[src/rtl/instr_fetch.sv]
// instr_fetch: MIPS fetch stage -- PC, imem req/ack, one-entry stall hold, IF/ID register.
// Ports: clk, rst (async high); imemReq/imemAddr/imemAck/imemRData; stall, branchTaken,
// branchTarget from decode; ifidValid/ifidInstr/ifidPC/ifidPCPlus4, opcode/funct to decode.
// Macro BRANCH_DELAY_SLOT_EN: defined = MIPS delay slot; undefined = branch squashes the slot.
module instr_fetch #(
    parameter logic [31:0] RESET_PC = 32'h0000_3000
) (
    input  logic        clk,
    input  logic        rst,
    output logic        imemReq,
    output logic [31:0] imemAddr,
    input  logic        imemAck,
    input  logic [31:0] imemRData,
    input  logic        stall,
    input  logic        branchTaken,
    input  logic [31:0] branchTarget,
    output logic        ifidValid,
    output logic [31:0] ifidInstr,
    output logic [31:0] ifidPC,
    output logic [31:0] ifidPCPlus4,
    output logic [5:0]  opcode,
    output logic [5:0]  funct
);

    localparam logic [1:0] S_BOOT  = 2'd0;
    localparam logic [1:0] S_FETCH = 2'd1;
    localparam logic [1:0] S_HOLD  = 2'd2;

    logic [1:0]  state, n_state;
    logic [31:0] pc, n_pc;
    logic [31:0] holdBuf, n_hold;
    logic        redirPend, n_rp;
    logic [31:0] redirAddr, n_ra;
    logic        n_valid;
    logic [31:0] n_instr, n_ipc;

    logic        take;
    logic        deliver;
    logic        bubble;
    logic [31:0] dword;
    logic [31:0] pc4;

    // Branches seen during a stall are ignored; decode re-asserts them.
    assign take = branchTaken && !stall;
    assign pc4  = pc + 32'd4;

    assign imemReq     = (state == S_FETCH);
    assign imemAddr    = pc;
    assign ifidPCPlus4 = ifidPC + 32'd4;
    assign opcode      = ifidInstr[31:26];
    assign funct       = ifidInstr[5:0];

    always_comb begin
        n_state = state;
        n_pc    = pc;
        n_hold  = holdBuf;
        n_rp    = redirPend;
        n_ra    = redirAddr;
        n_valid = ifidValid;
        n_instr = ifidInstr;
        n_ipc   = ifidPC;
        deliver = 1'b0;
        bubble  = 1'b0;
        dword   = holdBuf;

`ifdef BRANCH_DELAY_SLOT_EN
        unique case (state)
            S_BOOT: n_state = S_FETCH;
            S_FETCH: begin
                if (imemAck) begin
                    if (stall) begin
                        n_hold  = imemRData;
                        n_state = S_HOLD;
                    end else begin
                        deliver = 1'b1;
                        dword   = imemRData;
                    end
                end else if (!stall) begin
                    bubble = 1'b1;
                end
            end
            S_HOLD: begin
                if (!stall) begin
                    deliver = 1'b1;
                    n_state = S_FETCH;
                end
            end
            default: n_state = S_BOOT;
        endcase

        // The word being delivered is the slot; the fetch after it goes to
        // the freshest redirect (a same-cycle branch wins over a pending one).
        if (deliver) begin
            n_rp = 1'b0;
            if (take)
                n_pc = branchTarget;
            else if (redirPend)
                n_pc = redirAddr;
            else
                n_pc = pc4;
        end else if (take) begin
            n_rp = 1'b1;
            n_ra = branchTarget;
        end
`else
        unique case (state)
            S_BOOT: begin
                n_state = S_FETCH;
                if (take)
                    n_pc = branchTarget;
            end
            S_FETCH: begin
                if (imemAck) begin
                    // Data returned for a squashed address is dropped.
                    if (redirPend || take) begin
                        n_pc   = take ? branchTarget : redirAddr;
                        n_rp   = 1'b0;
                        bubble = !stall;
                    end else if (stall) begin
                        n_hold  = imemRData;
                        n_state = S_HOLD;
                    end else begin
                        deliver = 1'b1;
                        dword   = imemRData;
                    end
                end else begin
                    // Request must stay stable, so remember the target.
                    if (take) begin
                        n_rp = 1'b1;
                        n_ra = branchTarget;
                    end
                    bubble = !stall;
                end
            end
            S_HOLD: begin
                if (!stall) begin
                    n_state = S_FETCH;
                    if (take) begin
                        n_pc   = branchTarget;
                        bubble = 1'b1;
                    end else begin
                        deliver = 1'b1;
                    end
                end
            end
            default: n_state = S_BOOT;
        endcase

        if (deliver)
            n_pc = pc4;
`endif

        if (deliver) begin
            n_valid = 1'b1;
            n_instr = dword;
            n_ipc   = pc;
        end else if (bubble) begin
            n_valid = 1'b0;
            n_instr = 32'h0;
        end
    end

    always_ff @(posedge clk or posedge rst) begin
        if (rst) begin
            state     <= S_BOOT;
            pc        <= RESET_PC;
            holdBuf   <= 32'h0;
            redirPend <= 1'b0;
            redirAddr <= 32'h0;
            ifidValid <= 1'b0;
            ifidInstr <= 32'h0;
            ifidPC    <= 32'h0;
        end else begin
            state     <= n_state;
            pc        <= n_pc;
            holdBuf   <= n_hold;
            redirPend <= n_rp;
            redirAddr <= n_ra;
            ifidValid <= n_valid;
            ifidInstr <= n_instr;
            ifidPC    <= n_ipc;
        end
    end

endmodule

[config.mk]
export PLATFORM = sky130hd
export DESIGN_NAME = instr_fetch
export DESIGN_NICKNAME = d
export VERILOG_FILES = /design/src/rtl/instr_fetch.sv
export SDC_FILE = /design/constraint.sdc
export NUM_CORES = 1
export LEC_CHECK = 0
export ABC_CLOCK_PERIOD_IN_PS = 5700
export BUFFER_PORTS_ARGS = -buffer_cell sky130_fd_sc_hd__buf_2
export CAP_MARGIN = 15
export CORE_ASPECT_RATIO = 0.9
export CORE_MARGIN = 5
export CORE_UTILIZATION = 48
export CTS_CLUSTER_SIZE = 14
export DETAILED_ROUTE_END_ITERATION = 8
export PLACE_DENSITY_LB_ADDON = 0.2
export SLEW_MARGIN = 15
export SYNTH_ARGS = -nofsm -noshare
export SYNTH_HDL_FRONTEND = slang
export SYNTH_SLANG_ARGS = --single-unit
[constraint.sdc]
create_clock -name clk -period 5.7 [get_ports clk]
set_clock_uncertainty 0.05 [all_clocks]
set_input_delay 1.71 -clock clk [delete_from_list [all_inputs] [get_ports clk]]
set_output_delay 1.71 -clock clk [all_outputs]
set_load 0.05 [all_outputs]
==> results.md, run 1 <==
* Cts bufs inserted at 17
* Wire length of the first global-routing pass at 32.9 mm
* Crit. End Element: output pin
* LEAKAGE at 5.02 nW
* Post-DRT Antenna Nets at 0
* Fraction of final layout cells sized beyond drive strength 1 at 0.356
* Number of setup buffers added after CTS at 0
* Routability Congestion at 0.883
* Sequential-to-total area share from yosys stat at 0.502
* Status: finished, final reports clean
* Data arrival time of the worst path at 2.84 ns
* Setup repair after global routing missed its margin: false
* Gates resized, CTS repair at 0
* Number of antenna cells inserted at 0
* Number of warnings printed during yosys synthesis at 0
* Most common flop cell mapped by yosys: sky130_fd_sc_hd__dfrtp_1
* Maximum vdd ir drop at 0.330 mV
* Type of origin of the critical path: flip-flop
* DRT iter0 DRCs at 372
* Pin count of the biggest net entering global routing at 98
* R2R Path Start: state[1]
* Post-synthesis instance area at 0.00818 mm2
* Clock net sink count at 164
* Number of cells in the finished layout apart from fillers at 1,201
* Overflow left after global routing at 0
* Antenna violations before repair at 1
* Shortest period the worst path allows at 4.60 ns
* Vias per Instance at 5.42
* Post-route clock period utilization at 0.806
* H-tree depth reported by CTS at 4
* Cell count after synthesis at 793
* Required arrival time at the worst endpoint at 3.94 ns
* Clock latency of the later-clocked register in the worst-skew pair at 0.42 ns
* Number of placed instances, taps included at 1,168
* Cell at the root of the clock tree: sky130_fd_sc_hd__clkbuf_16
* Largest fanout of any net on the critical path at 7
* HP Class: reg2reg
* FF+latch count, synth at 164
* # port buffers at 210
* Height of the chip at 134 um
* Deepest clock path buffer count at 2
* Number of filler instances in the final layout at 1,477
* Remaining routing DRC violations at 0
* Clock tree from TritonCTS: built
* Post-Syn Area per Cell at 10.3 um2
* Final max-slew violation count at 0
* Number of detailed-routing iterations run before antenna repair at 5
* Design Power at 6.74 mW
* Overall via count from detail_route at 6,512
* Proportion of synthesized flip-flops having asynchronous set or reset at 1.00
* Initial core utilization at 0.486
* Final HPWL from detailed placement at 14.5 mm
* Synthesized netlist net count at 869
* GRT Total Usage at 0.207
* Syn-to-layout area delta at 22.3%
* Final-stage net count at 1,053
* Clock transition at the register clock pins on the worst setup and hold paths after CTS at 0.07 ns
* Max-Slew Margin vs Limit at 0.322
* Area of the placeable core at 0.0168 mm2
* Number of placement rows at 45
* Total detailed-routing wirelength at 20.5 mm
* Overall die area at 0.0198 mm2
* Hold slack at 0.424 ns
* PwrDens at 673 mW/mm2
* Hold bufs inserted after CTS at 0
* Max-cap violations at 0
* Setup TNS Final at 0 ns
* Max Clock Freq at 218 MHz
* Cell depth of the worst flop-to-flop path at 8
* Internal reg-to-reg setup slack at 2.69 ns
* Worst-margin pin slew at 1.02 ns
* Worst Setup Path Type: reg2out
* Worst r2r dst: imemAddr[13]
* Worst Hold Path EP: ifidValid
* Die span in x at 148 um
* Hold path cells at 2
* # IOs at 211
* Number of global-route vias before repair at 6,227
* Netlist cell types at 53
* Count of flip-flops with a built-in enable after synthesis at 0
* Final count of hold timing violations at 0
* Hold wc startpoint: ifidValid
* Post-detailed-route wirelength per cell at 17.1 um
* Non-Filler Cell Area, Final at 0.0100 mm2
* Final number of setup-violating endpoints at 0
* Placed instance area at 0.00936 mm2
[cell type report]
class | count | area [um2] | share of cell area
Timing Repair Buffer | 222 | 1190 | 0.119
Clock inverter | 15 | 194 | 0.0194
Multi-Input combinational cell | 560 | 3780 | 0.378
Sequential cell | 164 | 4110 | 0.410
Clock buffer | 17 | 425 | 0.0425
Tap cell | 211 | 264 | 0.0264
Inverter | 12 | 48.8 | 0.00488
[report_power, final]
part           internal [mW]  switching [mW]  total, mW
Sequential              1.69           0.474       2.16
Clock                  0.700           0.497       1.20
Combinational           1.01            2.37       3.38
Total                   3.40            3.34       6.74
[cell usage after synthesis, drive strengths merged (2+ instances only)]
cell type | n | area (um2)
nor3 | 11 | 55.1
o21ai | 50 | 250
a22oi | 3 | 22.5
nand3 | 21 | 105
and4 | 2 | 17.5
clkbuf | 30 | 113
dfstp | 2 | 52.6
a2bb2oi | 10 | 93.8
nand2 | 148 | 558
buf | 27 | 161
xnor2 | 19 | 166
o22ai | 8 | 50.1
nor4 | 7 | 50.1
a32oi | 3 | 26.3
or2 | 2 | 12.5
ha | 7 | 87.6
mux2 | 81 | 912
dfrtp | 162 | 4050
a211oi | 4 | 30.0
mux2i | 47 | 470
nand4 | 17 | 106
or3 | 3 | 18.8
a21boi | 2 | 15.0
a21oi | 34 | 174
or4 | 3 | 30.0
nor2 | 28 | 105
and3 | 7 | 43.8
xor2 | 9 | 78.8
o22a | 14 | 123
inv | 12 | 45.0
a21o | 2 | 15.0
nor2b | 2 | 12.5
nand4b | 2 | 17.5
a31oi | 4 | 25.0
[cells by family (layout without fill, tap and decap cells)]
group           count (synthesis)  in the layout  synth area share
simple gates                  256            256             0.141
flops                         164            164             0.502
compound gates                141            141             0.109
mux                           128            128             0.169
buf+inv                        69            266            0.0390
xor+xnor                       28             28            0.0300
fa+ha+maj                       7              7            0.0107
[state kept, by name (all words and copies together) (netlist names)]
name       cells
state          2
ifidValid      1
imemAddr      32
ifidInstr     32
holdBuf       32
redirPend      1
ifidPC        32
redirAddr     32
[per-layer routing]
metal  part of all wire  GRT usage
met1               0.48      0.307
met2               0.44      0.300
met3              0.065     0.0568
met4              0.014     0.0533
met5            0.00034          0
[stage by stage]
step	util	setup WS, ns
2_1_floorplan	-	1.10
3_3_place_gp	0.556	1.57
3_5_place_dp	0.556	1.48
4_1_cts	0.593	1.02
5_1_grt	0.595	0.835
6_report	0.595	1.10
[worst max path at each step]
stage | start | end | slack, ns | cells after the start
final | ifidPC[5] | ifidPCPlus4[27] | 1.10 | 6
after global placement | ifidPC[5] | ifidPCPlus4[31] | 1.57 | 6
after global routing | ifidPC[5] | ifidPCPlus4[27] | 0.83 | 6
after CTS | ifidPC[5] | ifidPCPlus4[27] | 1.02 | 6
after detailed placement | ifidPC[5] | ifidPCPlus4[27] | 1.48 | 6
after floorplan | ifidPC[5] | ifidPCPlus4[30] | 1.10 | 5
[worst max-delay path, stage by stage, from the launching register on]
cell and delay [ns]:
sky130_fd_sc_hd__dfrtp_1 0.47, sky130_fd_sc_hd__nand4_1 0.24, sky130_fd_sc_hd__nor4_1 0.72, sky130_fd_sc_hd__nand3_1 0.33, sky130_fd_sc_hd__nor2_1 0.22, sky130_fd_sc_hd__xor2_1 0.16, sky130_fd_sc_hd__buf_2 0.28
[cells in the final DEF (no fill, tap or decap), types with 8 or more instances in the layout]
cell type / instances
sky130_fd_sc_hd__a2bb2oi_1: 9
sky130_fd_sc_hd__xnor2_1: 19
sky130_fd_sc_hd__a21oi_1: 33
sky130_fd_sc_hd__nor2_1: 28
sky130_fd_sc_hd__mux2i_1: 47
sky130_fd_sc_hd__dfrtp_1: 162
sky130_fd_sc_hd__o22ai_1: 8
sky130_fd_sc_hd__buf_4: 9
sky130_fd_sc_hd__nand2_1: 147
sky130_fd_sc_hd__nor3_1: 10
sky130_fd_sc_hd__nand3_1: 21
sky130_fd_sc_hd__o21ai_0: 49
sky130_fd_sc_hd__o22a_1: 14
sky130_fd_sc_hd__inv_1: 11
sky130_fd_sc_hd__xor2_1: 9
sky130_fd_sc_hd__clkbuf_16: 17
sky130_fd_sc_hd__nand4_1: 17
sky130_fd_sc_hd__mux2_2: 81
sky130_fd_sc_hd__buf_2: 210
(Power assumes the default switching activity.)
==> run 2, diff against run 1 <==
ABC_AREA = 1   (was unset)
ABC_CLOCK_PERIOD_IN_PS = 4030   (was 5700)
CORE_UTILIZATION = 50   (was 48)
clock period = 4.03 ns   (was 5.7 ns; I/O delays follow)
==> run 2 against run 1 <==
Effect of this change:
- clock power is 34% higher
- global-route usage grew 4.2 points
- synthesized cell count increased by 68%
- register-to-register slack got worse by 1.2 ns
- count of clock-buffer cells in the layout is the same
- power up 52%
- first-iteration DRC count is 84% higher
- critical path type unchanged
- largest power group unchanged
- highest routed layer is now met4
==> results.md, run 2 <==
* Post-detailed-route wirelength per cell at 15.1 um (-12%)
* Number of detailed-routing iterations run before antenna repair at 5 (unchanged)
* DRT iter0 DRCs at 683 (+84%)
* Design Power at 10.2 mW (+52%)
* Number of filler instances in the final layout at 1,752 (+19%)
* Worst-margin pin slew at 0.827 ns (-0.191 ns)
* Count of flip-flops with a built-in enable after synthesis at 0 (unchanged)
* Required arrival time at the worst endpoint at 2.77 ns (-1.17 ns)
* R2R Path Start: state[1]
* Power spent charging and discharging nets at 5.69 mW (+70%)
* # port buffers at 210 (unchanged)
* Final-stage net count at 1,571 (+49%)
* Sequential-to-total area share from yosys stat at 0.438 (-0.0639)
* Status: finished, final reports clean
* Cell types with the largest area share after synthesis: sky130_fd_sc_hd__dfrtp_1 43%, sky130_fd_sc_hd__nand2_1 20%, sky130_fd_sc_hd__o21ai_0 9.4%, sky130_fd_sc_hd__inv_1 4.3%, sky130_fd_sc_hd__nand3_1 3.8%
* H-tree depth reported by CTS at 4 (unchanged)
* Cell with the most instances after synthesis: sky130_fd_sc_hd__nand2_1
* Overall via count from detail_route at 9,072 (+39%)
* Wire length of the first global-routing pass at 44.1 mm (+34%)
* Gate family responsible for the most delay along the worst path: simple AND/OR/NAND/NOR gates
* Top-area cell type share of the netlist area at 0.432 (-0.0631)
* Gates resized, CTS repair at 0 (unchanged)
* Synthesized netlist net count at 1,405 (+62%)
* Post-Syn Area per Cell at 7.06 um2 (-32%)
* Fraction of final layout cells sized beyond drive strength 1 at 0.198 (-0.158)
* Most used cells in the layout excluding fill and tap cells: 492 x sky130_fd_sc_hd__nand2_1, 210 x sky130_fd_sc_hd__buf_2, 176 x sky130_fd_sc_hd__o21ai_0
* Hold slack at 0.430 ns (+0.00592 ns)
* Worst Setup Path Type: reg2out
* Routability Congestion at 0.923 (+4.4%)
* Height of the chip at 140 um (+4.5%)
* Number of warnings printed during yosys synthesis at 0 (unchanged)
* Setup repair after global routing missed its margin: false
* Final HPWL from detailed placement at 18.8 mm (+29%)
* Largest fanout of any net on the critical path at 5 (-2)
* Number of global-route vias before repair at 8,532 (+37%)
* Netlist cell types at 32 (-40%)
* Number of placement rows at 47 (+4.4%)
* LEAKAGE at 5.77 nW (+15%)
* Most common flop cell mapped by yosys: sky130_fd_sc_hd__dfrtp_1
* Overall die area at 0.0216 mm2 (+9.3%)
* End-of-flow core utilization at 0.601 (+0.00647)
* Cell at the root of the clock tree: sky130_fd_sc_hd__clkbuf_16
* Switching fraction of total power at 0.557 (+0.0610)
* Deepest clock path buffer count at 2 (unchanged)
* Area of the placeable core at 0.0184 mm2 (+9.3%)
* Remaining routing DRC violations at 0 (unchanged)
* Die span in x at 154 um (+4.6%)
* Post-route clock period utilization at 0.935
* Initial core utilization at 0.509 (+0.0234)
* Worst r2r dst: imemAddr[7]
* Worst stage delay on the critical path at 0.40 ns (-0.32 ns)
* Overflow left after global routing at 0 (unchanged)
* Shortest period the worst path allows at 3.77 ns
* Crit. End Element: output pin
* Syn-to-layout area delta at 18.0%
* Total detailed-routing wirelength at 26.4 mm (+29%)
* Max-cap violations at 0 (unchanged)
* Cts bufs inserted at 17 (unchanged)
* Slowest stage cell on the critical path: sky130_fd_sc_hd__dfrtp_1
* Non-Filler Cell Area, Final at 0.0111 mm2 (+11%)
* Clock tree from TritonCTS: built
* Internal at 4.53 mW (+33%)
* Worst Hold Path EP: ifidValid
* Pin count of the biggest net entering global routing at 105 (+7.1%)
* FF+latch count, synth at 164 (unchanged)
* Clock net sink count at 164 (unchanged)
* Hold path cells at 2 (unchanged)
* Worst path bufs/invs at 2 (+1)
* HP Class: reg2reg
* Max Clock Freq at 265 MHz
* Leading post-synthesis cells by instance count: 493 x sky130_fd_sc_hd__nand2_1, 176 x sky130_fd_sc_hd__o21ai_0, 162 x sky130_fd_sc_hd__dfrtp_1, 107 x sky130_fd_sc_hd__inv_1, 94 x sky130_fd_sc_hd__nor2_1
* Comb pwr share at 0.539 (+0.038)
* Proportion of synthesized flip-flops having asynchronous set or reset at 1.00 (unchanged)
* Number of antenna cells inserted at 0 (unchanged)
* Dominant cell type by count on the critical path: sky130_fd_sc_hd__nor2_1
* Final count of hold timing violations at 0 (unchanged)
* Ordered list of cells on the worst path: ha_1 -> inv_1 -> nor3_4 -> nand2_1 -> nor2_1 -> nand3_1 -> nor2_1 -> xor2_1 -> buf_2
* Final number of setup-violating endpoints at 0 (unchanged)
* GRT Total Usage at 0.249 (+0.0416)
* Max-Slew Margin vs Limit at 0.449 (+0.127)
* Cell depth of the worst flop-to-flop path at 11 (+3)
* Leading cell type in the layout, fill and taps excluded: sky130_fd_sc_hd__nand2_1
* Post-DRT Antenna Nets at 0 (unchanged)
* Internal reg-to-reg setup slack at 1.52 ns (-1.17 ns)
* Area leader, netlist: sky130_fd_sc_hd__dfrtp_1
* Clock share of power at 0.157 (-0.021)
* PwrDens at 924 mW/mm2 (+37%)
* Share of power burned in registers at 0.304 (-0.017)
* Cell count after synthesis at 1,329 (+68%)
* Clock latency of the later-clocked register in the worst-skew pair at 0.43 ns (about the same)
* Type of origin of the critical path: flip-flop
* Data arrival time of the worst path at 2.51 ns (-0.33 ns)
* Post-synthesis instance area at 0.00938 mm2 (+15%)
* Final max-slew violation count at 0 (unchanged)
* Number of setup buffers added after CTS at 0 (unchanged)
* Vias per Instance at 5.18 (-4.6%)
* Placed instance area at 0.0105 mm2 (+12%)
* Antenna violations before repair at 0 (-1)
* Maximum vdd ir drop at 0.610 mV (+85%)
* # IOs at 211 (unchanged)
* Hold bufs inserted after CTS at 0 (unchanged)
* Hold wc startpoint: ifidValid
* Setup TNS Final at 0 ns (unchanged)
* Clock transition at the register clock pins on the worst setup and hold paths after CTS at 0.07 ns (about the same)
## run 2: cell count changes after synthesis, moves of 50 or more
cell	change
sky130_fd_sc_hd__nor2_1	+66
sky130_fd_sc_hd__nand2_1	+346
sky130_fd_sc_hd__mux2_2	-81
sky130_fd_sc_hd__inv_1	+95
sky130_fd_sc_hd__o21ai_0	+127
sky130_fd_sc_hd__nand3_1	+50
## run 2: metrics by stage
step           cells  worst slack (ns)
2_1_floorplan   1329             0.276
3_3_place_gp    1721             0.845
3_5_place_dp    1721             0.744
4_1_cts         1753             0.266
5_1_grt         1753             0.101
6_report        1753             0.261
## run 2: power by group through the flow
| stage | Clock, mW | Combinational [mW] | Sequential (mW) |
|---|---|---|---|
| 2_1_floorplan | 0 | 2.96 | 4.34 |
| 3_3_place_gp | 0 | 5.43 | 3.09 |
| 3_5_place_dp | 0 | 5.51 | 3.12 |
| 4_1_cts | 1.65 | 5.53 | 3.09 |
| 5_1_grt | 1.72 | 6.02 | 3.21 |
| 6_report | 1.61 | 5.51 | 3.11 |
## run 2: logic make-up (layout without fill, tap and decap cells)
kind of cell,after synthesis,count (layout),synth area share
and+or+nand+nor,725,725,0.320
AOI/OAI and AO/OA,209,209,0.112
buffers and inverters,187,366,0.0857
DFF,164,164,0.438
xor gates and xnor gates,37,37,0.0346
adders and majority gates,7,7,0.00934
## run 2: tightest hold or removal path, stage by stage (launching register included)
cell                      delay, ns
sky130_fd_sc_hd__dfrtp_1       0.34
sky130_fd_sc_hd__nand2_1       0.06
sky130_fd_sc_hd__nand2_1       0.05
## run 2: layout make-up
class                   count  area, um2  area share
multi-input cells         978       4480       0.405
flip-flops and latches    164       4110       0.371
repair buffers            223       1160       0.105
clock buffers              17        425      0.0385
inverters                 111        420      0.0380
well taps                 245        307      0.0277
clock inverters            15        164      0.0148
## run 2: how the worst max path moves through the flow
stage | startpoint | endpoint | slack [ns] | cells after the start
6_report | ifidPC[2] | ifidPCPlus4[20] | 0.26 | 9
5_1_grt | ifidPC[3] | ifidPCPlus4[20] | 0.10 | 9
4_1_cts | ifidPC[2] | ifidPCPlus4[20] | 0.27 | 9
3_5_place_dp | ifidPC[2] | ifidPCPlus4[20] | 0.74 | 9
3_3_place_gp | stall | imemAddr[5] | 0.84 | 9
2_1_floorplan | ifidPC[3] | ifidPCPlus4[18] | 0.28 | 7
## run 2: per-layer routing
metal / wire, um / part of all wire / global-route usage / up-vias
met5: 0 / 0 / 0 / -
met2: 11900 / 0.45 / 0.379 / 298
met3: 1940 / 0.074 / 0.0466 / 33
li1: - / - / - / 4535
met4: 408 / 0.015 / 0.0655 / 0
met1: 12200 / 0.46 / 0.366 / 4206
